`src/rtl/ch_cfg_write_sched_pkg.sv`:
```
// Shared definitions for the channel-config write scheduler: FSM encoding,
// default request length limit and well-known channel register addresses.
package ch_cfg_write_sched_pkg;

    typedef enum logic [1:0] {
        IDLE  = 2'd0,
        WRITE = 2'd1,
        GAP   = 2'd2
    } state_t;

    localparam int CFG_MAX_LEN = 6;

    localparam logic [7:0] FREQ_INC_B0  = 8'h03;
    localparam logic [7:0] FREQ_INC_B5  = 8'h08;
    localparam logic [7:0] CH_ON_OFF    = 8'h2D;
    localparam logic [7:0] PRBS_MODE    = 8'h40;
    localparam logic [7:0] PRBS_RATE_B0 = 8'h42;

endpackage

```
`src/rtl/ch_cfg_rr_arb.sv`:
```
// Two-way round-robin grant; on contention the requester not served last wins.
module ch_cfg_rr_arb (
    input  logic       CLK_LOW,
    input  logic       reset_n,
    input  logic       en,
    input  logic [1:0] valid,
    output logic [1:0] ready,
    output logic       grant
);
    logic last_grant;

    always_comb begin
        grant = 1'b0;
        case (valid)
            2'b10:   grant = 1'b1;
            2'b11:   grant = ~last_grant;
            default: grant = 1'b0;
        endcase
        ready = 2'b00;
        if (en)
            ready[grant] = valid[grant];
    end

    // Reset value of 1 lets requester 0 win the first contention.
    always_ff @(posedge CLK_LOW or negedge reset_n) begin
        if (!reset_n)
            last_grant <= 1'b1;
        else if (|ready)
            last_grant <= grant;
    end

endmodule

```
`src/rtl/ch_cfg_write_sched.sv`:
```
// Serialises multi-byte register writes from two requesters onto the channel
// config byte bus, with GAP_CYCLES idle cycles after every byte.
module ch_cfg_write_sched
    import ch_cfg_write_sched_pkg::*;
#(
    parameter int GAP_CYCLES = 1,
    parameter int MAX_LEN    = CFG_MAX_LEN
) (
    input  logic        CLK_LOW,
    input  logic        reset_n,
    input  logic        REQ0_VALID,
    input  logic [7:0]  REQ0_ADDR,
    input  logic [2:0]  REQ0_LEN,
    input  logic [47:0] REQ0_DATA,
    output logic        REQ0_READY,
    input  logic        REQ1_VALID,
    input  logic [7:0]  REQ1_ADDR,
    input  logic [2:0]  REQ1_LEN,
    input  logic [47:0] REQ1_DATA,
    output logic        REQ1_READY,
    output logic        CH_CONFIG_WE,
    output logic [7:0]  CH_CONFIG_ADDR,
    output logic [7:0]  CH_CONFIG_DATA,
    output logic        BUSY,
    output logic        ERR_LEN
);
    localparam logic [3:0] GAP_LAST = 4'(GAP_CYCLES - 1);

    state_t      state, state_n;
    logic [2:0]  idx, idx_n, len_q;
    logic [3:0]  gap_cnt, gap_n;
    logic [7:0]  base_q, addr_n, data_n;
    logic [47:0] pay_q;
    logic        load, we_n, err_n, xfer, grant, len_ok;
    logic [1:0]  ready;
    logic [7:0]  sel_addr;
    logic [2:0]  sel_len;
    logic [47:0] sel_data;

    ch_cfg_rr_arb u_arb (
        .CLK_LOW (CLK_LOW),
        .reset_n (reset_n),
        .en      (state == IDLE),
        .valid   ({REQ1_VALID, REQ0_VALID}),
        .ready   (ready),
        .grant   (grant)
    );

    assign REQ0_READY = ready[0];
    assign REQ1_READY = ready[1];
    assign xfer       = |ready;
    assign sel_addr   = grant ? REQ1_ADDR : REQ0_ADDR;
    assign sel_len    = grant ? REQ1_LEN  : REQ0_LEN;
    assign sel_data   = grant ? REQ1_DATA : REQ0_DATA;
    assign len_ok     = (sel_len != 3'd0) && ({29'd0, sel_len} <= MAX_LEN);

    // Outputs are computed for the next state so WE lands in the cycle after the transfer.
    always_comb begin
        state_n = state;
        idx_n   = idx;
        gap_n   = gap_cnt;
        load    = 1'b0;
        we_n    = 1'b0;
        err_n   = 1'b0;
        addr_n  = CH_CONFIG_ADDR;
        data_n  = CH_CONFIG_DATA;
        case (state)
            IDLE: if (xfer) begin
                load  = 1'b1;
                idx_n = '0;
                if (len_ok) begin
                    state_n = WRITE;
                    we_n    = 1'b1;
                    addr_n  = sel_addr;
                    data_n  = sel_data[7:0];
                end else begin
                    err_n = 1'b1;
                end
            end
            WRITE: begin
                state_n = GAP;
                gap_n   = '0;
            end
            GAP: if (gap_cnt == GAP_LAST) begin
                if (idx == len_q - 3'd1) begin
                    state_n = IDLE;
                end else begin
                    idx_n   = idx + 3'd1;
                    state_n = WRITE;
                    we_n    = 1'b1;
                    addr_n  = base_q + {5'd0, idx_n};
                    data_n  = pay_q[{idx_n, 3'b000} +: 8];
                end
            end else begin
                gap_n = gap_cnt + 4'd1;
            end
            default: state_n = IDLE;
        endcase
    end

    always_ff @(posedge CLK_LOW or negedge reset_n) begin
        if (!reset_n) begin
            state          <= IDLE;
            idx            <= '0;
            gap_cnt        <= '0;
            base_q         <= '0;
            len_q          <= '0;
            pay_q          <= '0;
            CH_CONFIG_WE   <= 1'b0;
            CH_CONFIG_ADDR <= '0;
            CH_CONFIG_DATA <= '0;
            BUSY           <= 1'b0;
            ERR_LEN        <= 1'b0;
        end else begin
            state          <= state_n;
            idx            <= idx_n;
            gap_cnt        <= gap_n;
            if (load) begin
                base_q <= sel_addr;
                len_q  <= sel_len;
                pay_q  <= sel_data;
            end
            CH_CONFIG_WE   <= we_n;
            CH_CONFIG_ADDR <= addr_n;
            CH_CONFIG_DATA <= data_n;
            BUSY           <= (state_n != IDLE);
            ERR_LEN        <= err_n;
        end
    end

endmodule

```
`config.mk`:
```
export PLATFORM = sky130hd
export DESIGN_NAME = ch_cfg_write_sched
export DESIGN_NICKNAME = d
export VERILOG_FILES = /design/src/rtl/ch_cfg_write_sched_pkg.sv /design/src/rtl/ch_cfg_rr_arb.sv /design/src/rtl/ch_cfg_write_sched.sv
export SDC_FILE = /design/constraint.sdc
export NUM_CORES = 1
export LEC_CHECK = 0
export ABC_CLOCK_PERIOD_IN_PS = 3190
export BUFFER_PORTS_ARGS = -buffer_cell sky130_fd_sc_hd__buf_2
export CAP_MARGIN = 15
export CORE_MARGIN = 1
export CORE_UTILIZATION = 52
export DETAILED_ROUTE_END_ITERATION = 10
export GPL_TIMING_DRIVEN = 0
export PLACE_DENSITY = 0.8
export SETUP_SLACK_MARGIN = 0.4
export SLEW_MARGIN = 20
export SYNTH_ARGS = -nofsm -noshare
export SYNTH_HDL_FRONTEND = slang
export SYNTH_SLANG_ARGS = --single-unit
```
`constraint.sdc`:
```
create_clock -name CLK_LOW -period 3.19 [get_ports CLK_LOW]
set_clock_uncertainty 0.05 [all_clocks]
set_input_delay 0.4785 -clock CLK_LOW [delete_from_list [all_inputs] [get_ports CLK_LOW]]
set_output_delay 0.4785 -clock CLK_LOW [all_outputs]
set_load 0.02 [all_outputs]
```
### Yosys cells after proc, flatten, opt, wreduce, memory -nomap -nowiden

Index checks and enable logic that the tools add are counted.

| word-level totals | value |
|---|---|
| flip-flop bits (word level) | 88 |
| input bits | 122 |
| output and inout port bits | 21 |
| word-level logic and storage cells | 84 |

| operators by class | value |
|---|---|
| add/sub/neg operators | 4 |
| $lt $le $gt $ge | 3 |
| equal/unequal tests | 10 |
| shift-type cells | 1 |
| muxes and demuxes | 40 |
| bitwise gates (word level) | 2 |
| reductions and logical operators | 12 |

Operators with widths:

| kind | number |
|---|---|
| $mux 8 | 9 |
| $mux 48 | 1 |
| $shiftx 48x7->8 | 1 |
| $pmux 8 s2 | 2 |
| $mux 1 | 13 |
| $mux 3 | 4 |
| $ne 2x2->1 const B | 5 |
| $add 8x3->8 | 1 |
| $mux 2 | 4 |
| $pmux 4 s2 | 1 |
| $eq 2x2->1 const B | 3 |
| $pmux 2 s3 | 1 |
| $pmux 3 s2 | 1 |
| $reduce_bool 2->1 | 3 |
| $reduce_and 5->1 | 1 |
| $add 4x1->4 const B | 1 |
| $logic_not 4->1 | 1 |
| $mux 4 | 1 |
| $pmux 1 s2 | 2 |
| $reduce_and 4->1 | 1 |
| $add 3x1->3 const B | 1 |
| $eq 3x3->1 | 1 |
| $le 3x3->1 const B | 1 |
| $reduce_bool 3->1 | 1 |
| 11 further kinds | 12 |

### Depth between registers and ports, before layout

Gate-level depths: netlist of run 1.

| depth | value |
|---|---|
| word-level depth | 12 |
| mapped depth | 10 |

### Modules after synthesis

From an unflattened synthesis of run 1, not the netlist that was laid out.

| second synthesis, totals | value |
|---|---|
| cell total of the unflattened synthesis | 470 |
| area total of the unflattened synthesis | 4837.1 um^2 |

By module, submodules not included:

| module | instances | cells each | area each (um^2) | sequential area each (um^2) |
|---|---|---|---|---|
| ch_cfg_write_sched | 1 | 462 | 4769.6 | 2177.1 |
| ch_cfg_rr_arb | 1 | 8 | 67.6 | 26.3 |

### Least setup slack after synthesis of run 1

OpenSTA, ideal clock, no wires.

| timing path | value |
|---|---|
| kind | reg-to-reg |
| from | reg idx[0] |
| to | reg CH_CONFIG_ADDR[5] |
| arrival time | 2443 ps |
| path slack | 572 ps |
| cell stages (with the launch flop) | 11 |
| path buffers | 1 |
| clock period less this slack | 2618 ps |
| cell sequence | dfrtp_1 -> ha_1 -> xnor2_1 -> buf_2 -> inv_1 -> ha_1 -> and3_1 -> a32oi_1 -> xor2_1 -> mux2i_1 -> mux2_2 |

| between the ends | value |
|---|---|
| word-level cells in the longest chain between the ends | 5 |

Ends and longest elaborated chain:

| element | RTL line | text |
|---|---|---|
| start, declared | ch_cfg_write_sched.sv:30 | `logic [2:0] idx, idx_n, len_q;` |
| start signal, assigned | ch_cfg_write_sched.sv:116 | `idx <= idx_n;` |
| $add 3x1->3 | ch_cfg_write_sched.sv:88 | `idx_n = idx + 3'd1;` |
| $add 8x3->8 | ch_cfg_write_sched.sv:91 | `addr_n = base_q + {5'd0, idx_n};` |
| $mux 8 | ch_cfg_write_sched.sv:85 | `if (idx == len_q - 3'd1) begin` |
| $mux 8 | ch_cfg_write_sched.sv:84 | `GAP: if (gap_cnt == GAP_LAST) begin` |
| $pmux 8 s2 | ch_cfg_write_sched.sv:67 | `case (state)` |
| end signal, assigned | ch_cfg_write_sched.sv:124 | `CH_CONFIG_ADDR <= addr_n;` |
| end, declared | ch_cfg_write_sched.sv:22 | `output logic [7:0] CH_CONFIG_ADDR,` |

Parallel ways exist; a longest one is shown, timed or not. The select of a mux whose other input is x is not followed.
A chain may end at the register's enable or synchronous reset.

### Worst setup path in the final report of run 1

| timing path | value |
|---|---|
| from | reg idx[1] |
| to | reg CH_CONFIG_ADDR[5] |

The elaborated chain is that of the path after synthesis.

==> summary.md, run 1 <==
| Metric | Value |
|---|---|
| # DRC | `6` |
| Grt total ovfl | `0` |
| Worst r2r src | `idx[1]$_DFFE_PN0P_` |
| Max-slew violations | `0` |
| Crit-path leading delay family | `adder cells` |
| Largest cells by area after synthesis | `dfrtp_1 (45%), mux2i_1 (15%), o21ai_0 (6.8%)` |
| CP Class | `flop to flop` |
| Post-synth EDFFs | `0` |
| Slowest cell on crit path | `dfrtp_1` |
| Vias/cell | `5.620` |
| Sequential share of power | `36.6%` |
| ANT nets after route | `0` |
| Switching portion of total power | `41.77%` |
| Seq cells post-synth | `88` |
| Final hold violations | `0` |
| Vias in the first global route | `4091` |
| Routed len/inst | `16.91 µm` |
| Final Cell Area | `5876 µm²` |
| Drt pass-1 iters | `7` |
| Rows | `34` |
| Final worst path period need | `2.681 ns` |
| Top cell type's share of synthesized area | `45.34%` |
| Req. time, crit path | `3.39 ns` |
| Worst Setup End Kind | `flop` |
| Largest net degree at the start of global routing | `53` |
| Most used DFF post-synth | `dfrtp_1` |
| Util after Layout | `66.40%` |
| TritonCTS clock tree | `built` |
| Yosys warns | `0` |
| Area Growth Syn to Fin | `22.36%` |
| Reg2Reg Depth | `10` |
| Die Area | `9623 µm²` |
| Net Sw Power | `2286 µW` |
| TNS Setup | `0 ns` |
| Combinational power share | `51.3%` |
| Clk sinks | `88` |
| Run status | `finished, violations left` |
| DR iter-0 viols | `211` |
| Post-Route WL | `12210 µm` |
| Die H | `98.10 µm` |
| Finish-stage setup viols | `0` |
| RSZ-0062 raised after global routing | `yes` |
| Clock latency at the later pin of the worst-skew pair | `0.36 ns` |
| Die width | `98.10 µm` |
| Hold Crit Class | `input port to async pin` |
| Filler Cells Inserted | `708` |
| First-pass GRT wire length | `19660 µm` |
| GP Congestion | `0.8619` |
| Final Net Count | `740` |
| Total GRT Usage | `26.43%` |
| Slew HR | `64.63%` |
| Max-cap violations | `0` |
| Mapped Cells | `454` |
| Arr. time, crit path | `2.88 ns` |
| Share of flip-flops with an asynchronous set or reset | `100.0%` |
| Hold Buf Count CTS | `0` |
| Max H-tree Level | `3` |
| Critical path's largest stage delay | `0.42 ns` |
| Startpoint Class | `flop` |
| IO Port Bufs | `142` |
| Min Hold Slack | `0.04133 ns` |
| Pleak | `0.002869 µW` |
| Cells along the critical path | `ha_1 -> xnor2_4 -> clkbuf_4 -> inv_1 -> ha_1 -> and3_1 -> a32oi_1 -> xor2_1 -> mux2i_1 -> mux2_2` |
| Fraction of layout cells with a size suffix above 1 | `33.71%` |
| Clock power frac | `12.1%` |
| Vias | `4058` |
| VDD IR max | `0.0003753 V` |
| Hpwl dp | `9155 µm` |
| Worst R2R Setup Slack | `0.51 ns` |
| Final period util | `84.05%` |
| I/O pin total | `143` |
| Failing checks | `design-rule violations` |
| Initial Util | `54.27%` |
| Internal power | `3187 µW` |
| Mean Syn Cell Area | `10.58 µm²` |
| ANT cells | `0` |
| Post-synth top area cell | `dfrtp_1` |
| Capturing point of the worst reg2reg path | `CH_CONFIG_ADDR[5]$_DFFE_PN0P_` |
| Root buffer selected by CTS | `clkbuf_8` |
| Synth Net Count | `584` |
| Clk slew on worst S/H paths | `0.09 ns` |
| PD cells | `931.5 nW/µm²` |
| Crit path buffers/inverters | `2` |
| Worst Setup SP | `idx[1]$_DFFE_PN0P_` |
| Crit-path max FO | `10` |
| Placed Instance Area | `5678 µm²` |
| Sequential-to-total area share from yosys stat | `45.88%` |
| Area of the mapped netlist | `4802 µm²` |
| Worst-margin pin slew | `0.5306 ns` |
| Initial antenna violation count | `0` |
| Cell mode on critical path | `ha_1` |
| Yosys cell types | `47` |
| Clock Path Buffers | `2` |
| CTS buffer count | `9` |
| Achievable Freq | `0.3730 GHz` |
| Core Area | `8848 µm²` |
## power by group through the flow
stage                     clock network (µW)  registers [µW]  logic, µW
after floorplan                            0            2060       1910
after global placement                     0            1980       2650
after detailed placement                   0            2010       2770
after CTS                                663            1990       2790
after global routing                     712            2070       3070
final                                    662            2000       2810
## routing by layer
layer	track usage (%)	vias to the layer above	routed length [µm]
li1	-	1938	-
met1	33.46	1948	5154
met4	12.94	0	397
met2	44.69	141	6050
met3	3.722	31	604
met5	0	-	0
## placed cells by master (no fill, tap or decap), types with 2 or more instances in the layout
cell type	netlist	layout
xor2_1	5	5
xnor2_1	3	2
a32o_1	2	2
mux2i_1	71	71
nand2_1	74	74
a21o_1	3	3
and3_1	2	2
buf_6	4	4
clkbuf_1	11	13
inv_1	8	8
buf_4	1	4
dfrtp_1	87	87
clkbuf_8	1	10
ha_1	7	7
mux4_2	8	8
o21ai_0	65	65
nand3_1	4	4
a211oi_1	8	8
buf_1	4	3
a21oi_1	15	14
buf_2	8	147
nand4_1	4	4
o21a_1	2	2
a22o_1	2	2
mux2_2	8	8
mux2_4	8	8
clkbuf_4	0	2
nor2_1	8	8
nor3_1	11	11
clkinv_2	0	3
a22o_2	2	2
## metrics by stage
step	instances	setup WS, ns	power [µW]
floorplan	454	0.5722	3967
global placement	704	0.2611	4636
detailed placement	705	0.1856	4776
CTS	720	0.4416	5451
global route	722	0.3851	5851
finish	722	0.5089	5473
## logic make-up (layout without fill, tap and decap cells)
logic type,after synthesis,in the layout,share of synthesized area [%]
multiplexers,95,95,22.93
AND/OR/NAND/NOR,110,110,9.901
XOR/XNOR,9,9,1.954
adder cells (fa/ha/maj),8,8,2.241
buffers and inverters,38,198,4.429
flip-flops,88,88,45.88
AO/OA/AOI/OAI,106,106,12.66
## flip-flops by register name (all words and copies together), names as in the netlist
register / flops
gap_cnt: 4
base_q: 8
CH_CONFIG_ADDR: 8
BUSY: 1
ERR_LEN: 1
CH_CONFIG_WE: 1
idx: 3
pay_q: 48
state: 2
len_q: 3
u_arb.last_grant: 1
CH_CONFIG_DATA: 8
## worst reg2reg max path: stages, from the launching register on
cell and delay, ns:
dfrtp_1 0.42, ha_1 0.29, xnor2_4 0.25, clkbuf_4 0.24
inv_1 0.09, ha_1 0.34, and3_1 0.20, a32oi_1 0.19
xor2_1 0.17, mux2i_1 0.08, mux2_2 0.26
## cell type report
cell class                 count  area (µm²)  share of cell area [%]
sequential                    88        2203                   37.50
buffer                        30       188.9                   3.215
clock buffer                  11       131.4                   2.236
multi-input combinational    328        2409                   40.99
clock inverter                 4       22.52                  0.3833
tap                          108       135.1                   2.300
inverter                       8       30.03                  0.5111
timing repair buffer         145       755.7                   12.86
## synth_stat cells (2+ instances only)
cell,number
mux2i_1,71
xor2_1,5
ha_1,7
xnor2_1,3
nand4_1,4
inv_1,8
a32o_1,2
nor3_1,11
and3_1,2
a21o_1,3
buf_2,8
mux2_4,8
a211oi_1,8
clkbuf_1,11
buf_6,4
a22o_1,2
o21ai_0,65
a21oi_1,15
mux2_2,8
a22o_2,2
nand2_1,74
nor2_1,8
o21a_1,2
nand3_1,4
mux4_2,8
dfrtp_1,87
buf_1,4
## how the worst max path moves through the flow
stage,end,slack (ns),cells after the start
after floorplan,CH_CONFIG_ADDR[5]$_DFFE_PN0P_,0.57,10
after global placement,CH_CONFIG_ADDR[7]$_DFFE_PN0P_,0.26,9
after detailed placement,CH_CONFIG_ADDR[7]$_DFFE_PN0P_,0.19,9
after CTS,CH_CONFIG_ADDR[7]$_DFFE_PN0P_,0.44,9
after global routing,CH_CONFIG_ADDR[5]$_DFFE_PN0P_,0.39,10
final,CH_CONFIG_ADDR[5]$_DFFE_PN0P_,0.51,10
## what timing repair did
action / CTS / global route
setup buffers: 0 / 2
endpoints found under the setup margin: 5 / 6
gates resized for setup: 2 / 4
pin swaps: 0 / 1
Note: power is estimated with default switching activity, not from simulation.
==> inputs of run 2 (changes only) <==
--- a/config.mk
+++ b/config.mk
@@ -5,14 +5,15 @@
 export SDC_FILE = /design/constraint.sdc
 export NUM_CORES = 1
 export LEC_CHECK = 0
-export ABC_CLOCK_PERIOD_IN_PS = 3190
+export ABC_AREA = 1
+export ABC_CLOCK_PERIOD_IN_PS = 2400
 export BUFFER_PORTS_ARGS = -buffer_cell sky130_fd_sc_hd__buf_2
 export CAP_MARGIN = 15
 export CORE_MARGIN = 1
-export CORE_UTILIZATION = 52
+export CORE_UTILIZATION = 48
 export DETAILED_ROUTE_END_ITERATION = 10
 export GPL_TIMING_DRIVEN = 0
-export PLACE_DENSITY = 0.8
+export PLACE_DENSITY = 0.77
 export SETUP_SLACK_MARGIN = 0.4
 export SLEW_MARGIN = 20
 export SYNTH_ARGS = -nofsm -noshare
==> constraint.sdc (replaced) <==
create_clock -name CLK_LOW -period 2.4 [get_ports CLK_LOW]
set_clock_uncertainty 0.05 [all_clocks]
set_input_delay 0.36 -clock CLK_LOW [delete_from_list [all_inputs] [get_ports CLK_LOW]]
set_output_delay 0.36 -clock CLK_LOW [all_outputs]
set_load 0.02 [all_outputs]
==> summary.md, run 2 <==
| Metric | Value |
|---|---|
| VDD IR max | `0.0006377 V` |
| Final worst path period need | `1.942 ns` |
| Largest register FFs | `48` |
| Crit-path max FO | `10` |
| Initial antenna violation count | `0` |
| Crit. path cell count | `6` |
| Grt total ovfl | `0` |
| Sequential-to-total area share from yosys stat | `42.45%` |
| TNS Setup | `0 ns` |
| I/O pin total | `143` |
| Pleak | `0.003606 µW` |
| CP Class | `flop to output pin` |
| Hold Crit Class | `input port to flop` |
| Reg2Reg Depth | `9` |
| ANT cells | `0` |
| Hold path start | `REQ1_DATA[8]` |
| Clock latency at the later pin of the worst-skew pair | `0.36 ns` |
| Arr. time, crit path | `1.53 ns` |
| First-pass GRT wire length | `23560 µm` |
| Achievable Freq | `0.5148 GHz` |
| DR top layer | `met4` |
| Initial Util | `49.83%` |
| Met1 wire length | `6550 µm` |
| Sequential share of power | `31.5%` |
| Net Sw Power | `3695 µW` |
| Core Area | `10420 µm²` |
| Seq cells post-synth | `88` |
| Worst Setup SP | `u_arb.last_grant$_DFFE_PN1N_` |
| Hold Path End | `pay_q[8]$_DFFE_PN0P_` |
| Synth Net Count | `857` |
| Most numerous cell in the Yosys netlist | `nand2_1` |
| Worst R2R Setup Slack | `0.46 ns` |
| Slew HR | `53.35%` |
| Post-synth EDFFs | `0` |
| Final Net Count | `1025` |
| Combinational power share | `55.1%` |
| Hpwl dp | `10960 µm` |
| Commonest non-fill, non-tap cells in the layout | `nand2_1 (227), buf_2 (157), inv_1 (96), dfrtp_1 (87), nand3_1 (61)` |
| Routed len/inst | `14.05 µm` |
| Yosys warns | `0` |
| Worst Setup End Kind | `output pin` |
| Final hold violations | `0` |
| Yosys cell types | `34` |
| Drt pass-1 iters | `6` |
| Startpoint Class | `flop` |
| Largest cells by area after synthesis | `dfrtp_1 (42%), nand2_1 (17%), inv_1 (7.2%)` |
| Die H | `106.0 µm` |
| Pwr Total | `8033 µW` |
| Slowest cell on crit path | `dfstp_2` |
| Rows | `37` |
| Max-cap violations | `0` |
| RSZ-0062 raised after global routing | `yes` |
| Clk sinks | `88` |
| DR WL met3 | `1187 µm` |
| Fin cells | `1035` |
| Clock power frac | `13.4%` |
| DR WL met2 | `6580 µm` |
| Cells along the critical path | `nand2_4 -> nand2_4 -> buf_12 -> buf_12 -> nor3_4 -> buf_6` |
| Run status | `finished clean` |
| Die width | `106.0 µm` |
| Top cell type's share of synthesized area | `41.95%` |
| Most used DFF post-synth | `dfrtp_1` |
| Worst r2r src | `idx[0]$_DFFE_PN0P_` |
| Synth cell count leaders | `nand2_1 (234), inv_1 (99), dfrtp_1 (87), nand3_1 (63), o21ai_0 (55)` |
| Fraction of layout cells with a size suffix above 1 | `25.36%` |
| ANT nets after route | `0` |
| PD cells | `1222 nW/µm²` |
| Internal power | `4338 µW` |
| Capturing point of the worst reg2reg path | `CH_CONFIG_ADDR[1]$_DFFE_PN0P_` |
| Clk slew on worst S/H paths | `0.09 ns` |
| Area Growth Syn to Fin | `26.62%` |
| GP Congestion | `0.8668` |
| Area of the mapped netlist | `5190 µm²` |
| Placed insts | `1006` |
| Post-synth top area cell | `dfrtp_1` |
| Vias in the first global route | `4969` |
| Critical path's largest stage delay | `0.56 ns` |
| Switching portion of total power | `46.00%` |
| Finish-stage setup viols | `0` |
| Vias/cell | `5.156` |
| Die Area | `11230 µm²` |
| Total GRT Usage | `27.07%` |
| Share of flip-flops with an asynchronous set or reset | `100.0%` |
| Root buffer selected by CTS | `clkbuf_8` |
| Final period util | `80.93%` |
| Crit path buffers/inverters | `3` |
| Largest reg by FF count | `pay_q` |
| Max-slew violations | `0` |
| Worst-margin pin slew | `0.6998 ns` |
| TritonCTS clock tree | `built` |
| Crit-path leading delay family | `flip-flops` |
| Clock Path Buffers | `2` |
| Post-Route WL | `14550 µm` |
| Worst hold path depth | `3` |
| Mapped Cells | `727` |
| Req. time, crit path | `1.99 ns` |
| # DRC | `0` |
| CTS buffer count | `9` |
| IO Port Bufs | `142` |
| Mean Syn Cell Area | `7.139 µm²` |
| DR iter-0 viols | `356` |
| Vias | `5336` |
| Commonest non-fill, non-tap cell in the layout | `nand2_1` |
| Max H-tree Level | `3` |
| Largest net degree at the start of global routing | `56` |
-- run 2: changes by cell type in the layout (fill, tap and decap cells not counted), sizes merged, moves of 16 or more --
cell / change
buf: +22
inv: +95
mux2: -16
mux2i: -71
nand2: +162
nand3: +62
nor2: +28
o211ai: +32
-- run 2: how the worst max path moves through the flow --
stage / end / slack, ns
final: REQ1_READY / 0.46
after global routing: CH_CONFIG_DATA[0]$_DFFE_PN0P_ / 0.34
after global placement: CH_CONFIG_ADDR[1]$_DFFE_PN0P_ / 0.11
after floorplan: CH_CONFIG_ADDR[4]$_DFFE_PN0P_ / 0.42
after CTS: REQ1_READY / 0.29
after detailed placement: CH_CONFIG_ADDR[1]$_DFFE_PN0P_ / 0.11
-- run 2: through the flow --
step	hold slack, ns	setup WS, ns	util (%)	area, µm²
finish	0.2066	0.4576	63.09	6571
global route	0.2131	0.3358	63.09	6571
CTS	0.2077	0.2851	61.38	6394
detailed placement	0.2903	0.1070	58.59	6103
global placement	0.4200	0.1122	58.31	6073
floorplan	0.01441	0.4202	-	5192
-- run 2: worst reg2reg max path, delay by kind of cell (launching register included) --
family | cells | cell delay, ns
adders and majority gates | 2 | 0.69
DFF | 1 | 0.37
buffers and inverters | 3 | 0.35
AOI/OAI and AO/OA | 1 | 0.23
and+or+nand+nor | 3 | 0.19
-- run 2: metal layers --
| metal | global-route usage [%] | vias to the layer above |
|---|---|---|
| li1 | - | 2667 |
| met1 | 38.11 | 2417 |
| met2 | 42.62 | 227 |
| met3 | 5.457 | 25 |
| met4 | 7.242 | 0 |
| met5 | 0 | - |
-- run 2: cell families after synthesis --
family / after synthesis / share of synthesized area, %
xor gates and xnor gates: 3 / 0.5064
DFF: 88 / 42.45
and+or+nand+nor: 351 / 28.28
adders and majority gates: 8 / 2.073
buffers and inverters: 142 / 11.09
AOI/OAI and AO/OA: 135 / 15.60
-- run 2: power by group through the flow --
stage / Clock, µW / Sequential [µW] / Combinational, µW
after floorplan: 0 / 2650 / 2710
after global placement: 0 / 2510 / 3980
after detailed placement: 0 / 2530 / 4050
after CTS: 1080 / 2510 / 4170
after global routing: 1140 / 2610 / 4940
final: 1080 / 2530 / 4420
-- run 2: repair_timing --
item | in CTS | in global routing
setup buffers | 1 | 12
resized for setup | 16 | 28
pin swaps | 2 | 9
hold endpoints to repair | 33 | 0
hold buffers | 1 | 0
cloned | 0 | 0
endpoints found under the setup margin | 16 | 19
-- run 2: layout make-up --
cell class	instances	area, µm²
fill	992	3845
timing repair buffer	157	854.6
multi-input combinational	497	2511
inverter	103	391.6
sequential	88	2203
buffer	39	235.2
clock inverter	3	40.04
tap	136	170.2
clock buffer	12	165.2
==> inputs of run 3 (changes only) <==
--- a/config.mk
+++ b/config.mk
@@ -6,14 +6,14 @@
 export NUM_CORES = 1
 export LEC_CHECK = 0
 export ABC_AREA = 1
-export ABC_CLOCK_PERIOD_IN_PS = 2400
+export ABC_CLOCK_PERIOD_IN_PS = 1830
 export BUFFER_PORTS_ARGS = -buffer_cell sky130_fd_sc_hd__buf_2
 export CAP_MARGIN = 15
 export CORE_MARGIN = 1
-export CORE_UTILIZATION = 48
+export CORE_UTILIZATION = 53
 export DETAILED_ROUTE_END_ITERATION = 10
 export GPL_TIMING_DRIVEN = 0
-export PLACE_DENSITY = 0.77
+export PLACE_DENSITY = 0.81
 export SETUP_SLACK_MARGIN = 0.4
 export SLEW_MARGIN = 20
 export SYNTH_ARGS = -nofsm -noshare
==> constraint.sdc (replaced) <==
create_clock -name CLK_LOW -period 1.83 [get_ports CLK_LOW]
set_clock_uncertainty 0.05 [all_clocks]
set_input_delay 0.2745 -clock CLK_LOW [delete_from_list [all_inputs] [get_ports CLK_LOW]]
set_output_delay 0.2745 -clock CLK_LOW [all_outputs]
set_load 0.02 [all_outputs]
==> summary.md, run 3 (synthesized netlist as in run 2, its figures left out) <==
| Metric | Value |
|---|---|
| Run status | `finished, violations left` |
| Failing checks | `negative setup slack` |
| DR iter-0 viols | `638` |
| Cells along the critical path | `buf_6 -> inv_8 -> clkbuf_16 -> ha_4 -> fa_2 -> nor2_2 -> a31oi_2 -> nand2_1 -> nand2_1` |
| Max-slew violations | `0` |
| Commonest non-fill, non-tap cells in the layout | `buf_2 (145), nand2_1 (130), inv_1 (90), dfrtp_1 (85), nand3_1 (55)` |
| Req. time, crit path | `2.10 ns` |
| VDD IR max | `0.0008484 V` |
| Final Worst Setup Slack | `-0.1020 ns` |
| Clock latency at the later pin of the worst-skew pair | `0.38 ns` |
| Vias in the first global route | `5536` |
| Largest reg by FF count | `pay_q` |
| Startpoint Class | `flop` |
| Vias | `6431` |
| Sequential share of power | `24.3%` |
| IO Port Bufs | `142` |
| Reg2Reg Depth | `9` |
| Finish-stage setup viols | `32` |
| Achievable Freq | `0.5176 GHz` |
| Largest register FFs | `48` |
| Worst r2r src | `idx[0]$_DFFE_PN0P_` |
| Largest net degree at the start of global routing | `46` |
| Clk sinks | `88` |
| Crit-path max FO | `2` |
| Net Sw Power | `6791 µW` |
| Initial antenna violation count | `0` |
| Total GRT Usage | `35.26%` |
| Hold path start | `REQ1_DATA[11]` |
| Clk slew on worst S/H paths | `0.10 ns` |
| Die H | `101.0 µm` |
| Root buffer selected by CTS | `clkbuf_8` |
| Switching portion of total power | `47.91%` |
| Hpwl dp | `11700 µm` |
| CTS buffer count | `9` |
| ANT cells | `0` |
| Final period util | `105.6%` |
| PD cells | `1695 nW/µm²` |
| Routed len/inst | `20.28 µm` |
| Commonest non-fill, non-tap cell in the layout | `buf_2` |
| Max-cap violations | `0` |
| I/O pin total | `143` |
| Arr. time, crit path | `2.20 ns` |
| Internal power | `7384 µW` |
| Util after Layout | `89.25%` |
| GP Congestion | `0.8904` |
| ANT nets after route | `0` |
| Die Area | `10190 µm²` |
| Area Growth Syn to Fin | `61.16%` |
| Worst R2R Setup Slack | `-0.10 ns` |
| Final hold violations | `0` |
| Final Net Count | `1074` |
| Slew HR | `58.75%` |
| Worst-margin pin slew | `0.6187 ns` |
| Die width | `101.0 µm` |
| Pre-CTS WS | `-0.2071 ns` |
| Final Cell Area | `8364 µm²` |
| First-pass GRT wire length | `27050 µm` |
| Hold Path End | `pay_q[11]$_DFFE_PN0P_` |
| Placed Instance Area | `6217 µm²` |
| Worst hold path depth | `3` |
| Filler Cells Inserted | `461` |
| Pleak | `0.004323 µW` |
| Post-Route WL | `21860 µm` |
| Final worst path period need | `1.932 ns` |
| Critical path's largest stage delay | `0.53 ns` |
| Vias/cell | `5.966` |
| Grt total ovfl | `0` |
| CP Class | `flop to flop` |
| Max H-tree Level | `3` |
| Cell mode on critical path | `nand2_1` |
| Rows | `35` |
| Initial Util | `55.38%` |
| Drt pass-1 iters | `5` |
| Fraction of layout cells with a size suffix above 1 | `46.68%` |
| # DRC | `0` |
| RSZ-0062 raised after global routing | `yes` |
| Combinational power share | `64.5%` |
| Capturing point of the worst reg2reg path | `CH_CONFIG_ADDR[1]$_DFFE_PN0P_` |
| Clock Path Buffers | `2` |
| Core Area | `9371 µm²` |
| Worst Setup End Kind | `flop` |
| Clock power frac | `11.2%` |
| Min Hold Slack | `0.1189 ns` |
| Pwr Total | `14180 µW` |
| Hold Crit Class | `input port to flop` |
| Slowest cell on crit path | `fa_2` |
| TritonCTS clock tree | `built` |
run 3: cell types whose count changed in the layout (fill, tap and decap cells not counted), moves of 10 or more:
cell	previous run	this run
nand2_1	227	130
o21ai_0	55	3
nand2_2	5	54
nand2_4	5	51
o21ai_1	5	45
buf_6	3	26
nor2_1	37	21
buf_4	15	30
buf_2	157	145
nor2_4	0	12
buf_12	2	12
run 3: layout make-up:
class                      instances  area (µm²)  area share (%)
tap                              129       161.4           1.930
buffer                            39       425.4           5.086
timing repair buffer             206        1565           18.71
clock inverter                     7       100.1           1.197
sequential                        88        2206           26.37
inverter                         103       421.7           5.041
clock buffer                       9       123.9           1.481
multi-input combinational        497        3361           40.18
run 3: how the worst max path moves through the flow:
| stage | from | end | slack [ns] | cells past startpoint |
|---|---|---|---|---|
| 2_1_floorplan | idx[0]$_DFFE_PN0P_ | CH_CONFIG_ADDR[6]$_DFFE_PN0P_ | 0.06 | 15 |
| 3_3_place_gp | reset_n | base_q[2]$_DFFE_PN0P_ | -0.31 | 1 |
| 3_5_place_dp | state[0]$_DFF_PN0_ | CH_CONFIG_ADDR[1]$_DFFE_PN0P_ | -0.21 | 7 |
| 4_1_cts | idx[0]$_DFFE_PN0P_ | CH_CONFIG_ADDR[1]$_DFFE_PN0P_ | -0.05 | 9 |
| 5_1_grt | idx[0]$_DFFE_PN0P_ | CH_CONFIG_ADDR[6]$_DFFE_PN0P_ | -0.21 | 15 |
| 6_report | idx[0]$_DFFE_PN0P_ | CH_CONFIG_ADDR[1]$_DFFE_PN0P_ | -0.10 | 9 |
run 3: through the flow:
stage	setup TNS (ns)	instances
global route	-2.514	1078
detailed placement	-2.342	999
finish	-1.360	1078
floorplan	0	727
CTS	-0.1551	1046
global placement	-28.10	998
run 3: power by group through the flow:
stage | registers [µW] | clock network [µW] | logic [µW]
5_1_grt | 3490 | 1650 | 9660
6_report | 3440 | 1590 | 9140
3_3_place_gp | 3350 | 0 | 5440
4_1_cts | 3330 | 1560 | 7010
3_5_place_dp | 3380 | 0 | 5600
2_1_floorplan | 3510 | 0 | 3780
run 3: what timing repair did:
item,in CTS,in global routing
pin swaps,38,64
gates resized for setup,213,187
endpoints found under the hold margin,43,0
buffers inserted,24,25
setup endpoints to repair,90,88
cloned,6,7
hold buffers,1,0
run 3: routing by layer:
metal / vias up / GRT usage (%) / wire, µm
li1: 2779 / - / -
met1: 3086 / 46.12 / 7977
met2: 460 / 58.54 / 10870
met3: 106 / 5.409 / 2079
met4: 0 / 14.83 / 932
met5: - / 0 / 0
run 3: critical path: cells and delay by family, from the launching register on:
kind,cells,cell delay (ns)
fa+ha+maj,2,0.69
compound gates,1,0.21
buf+inv,3,0.32
simple gates,3,0.18
flops,1,0.42
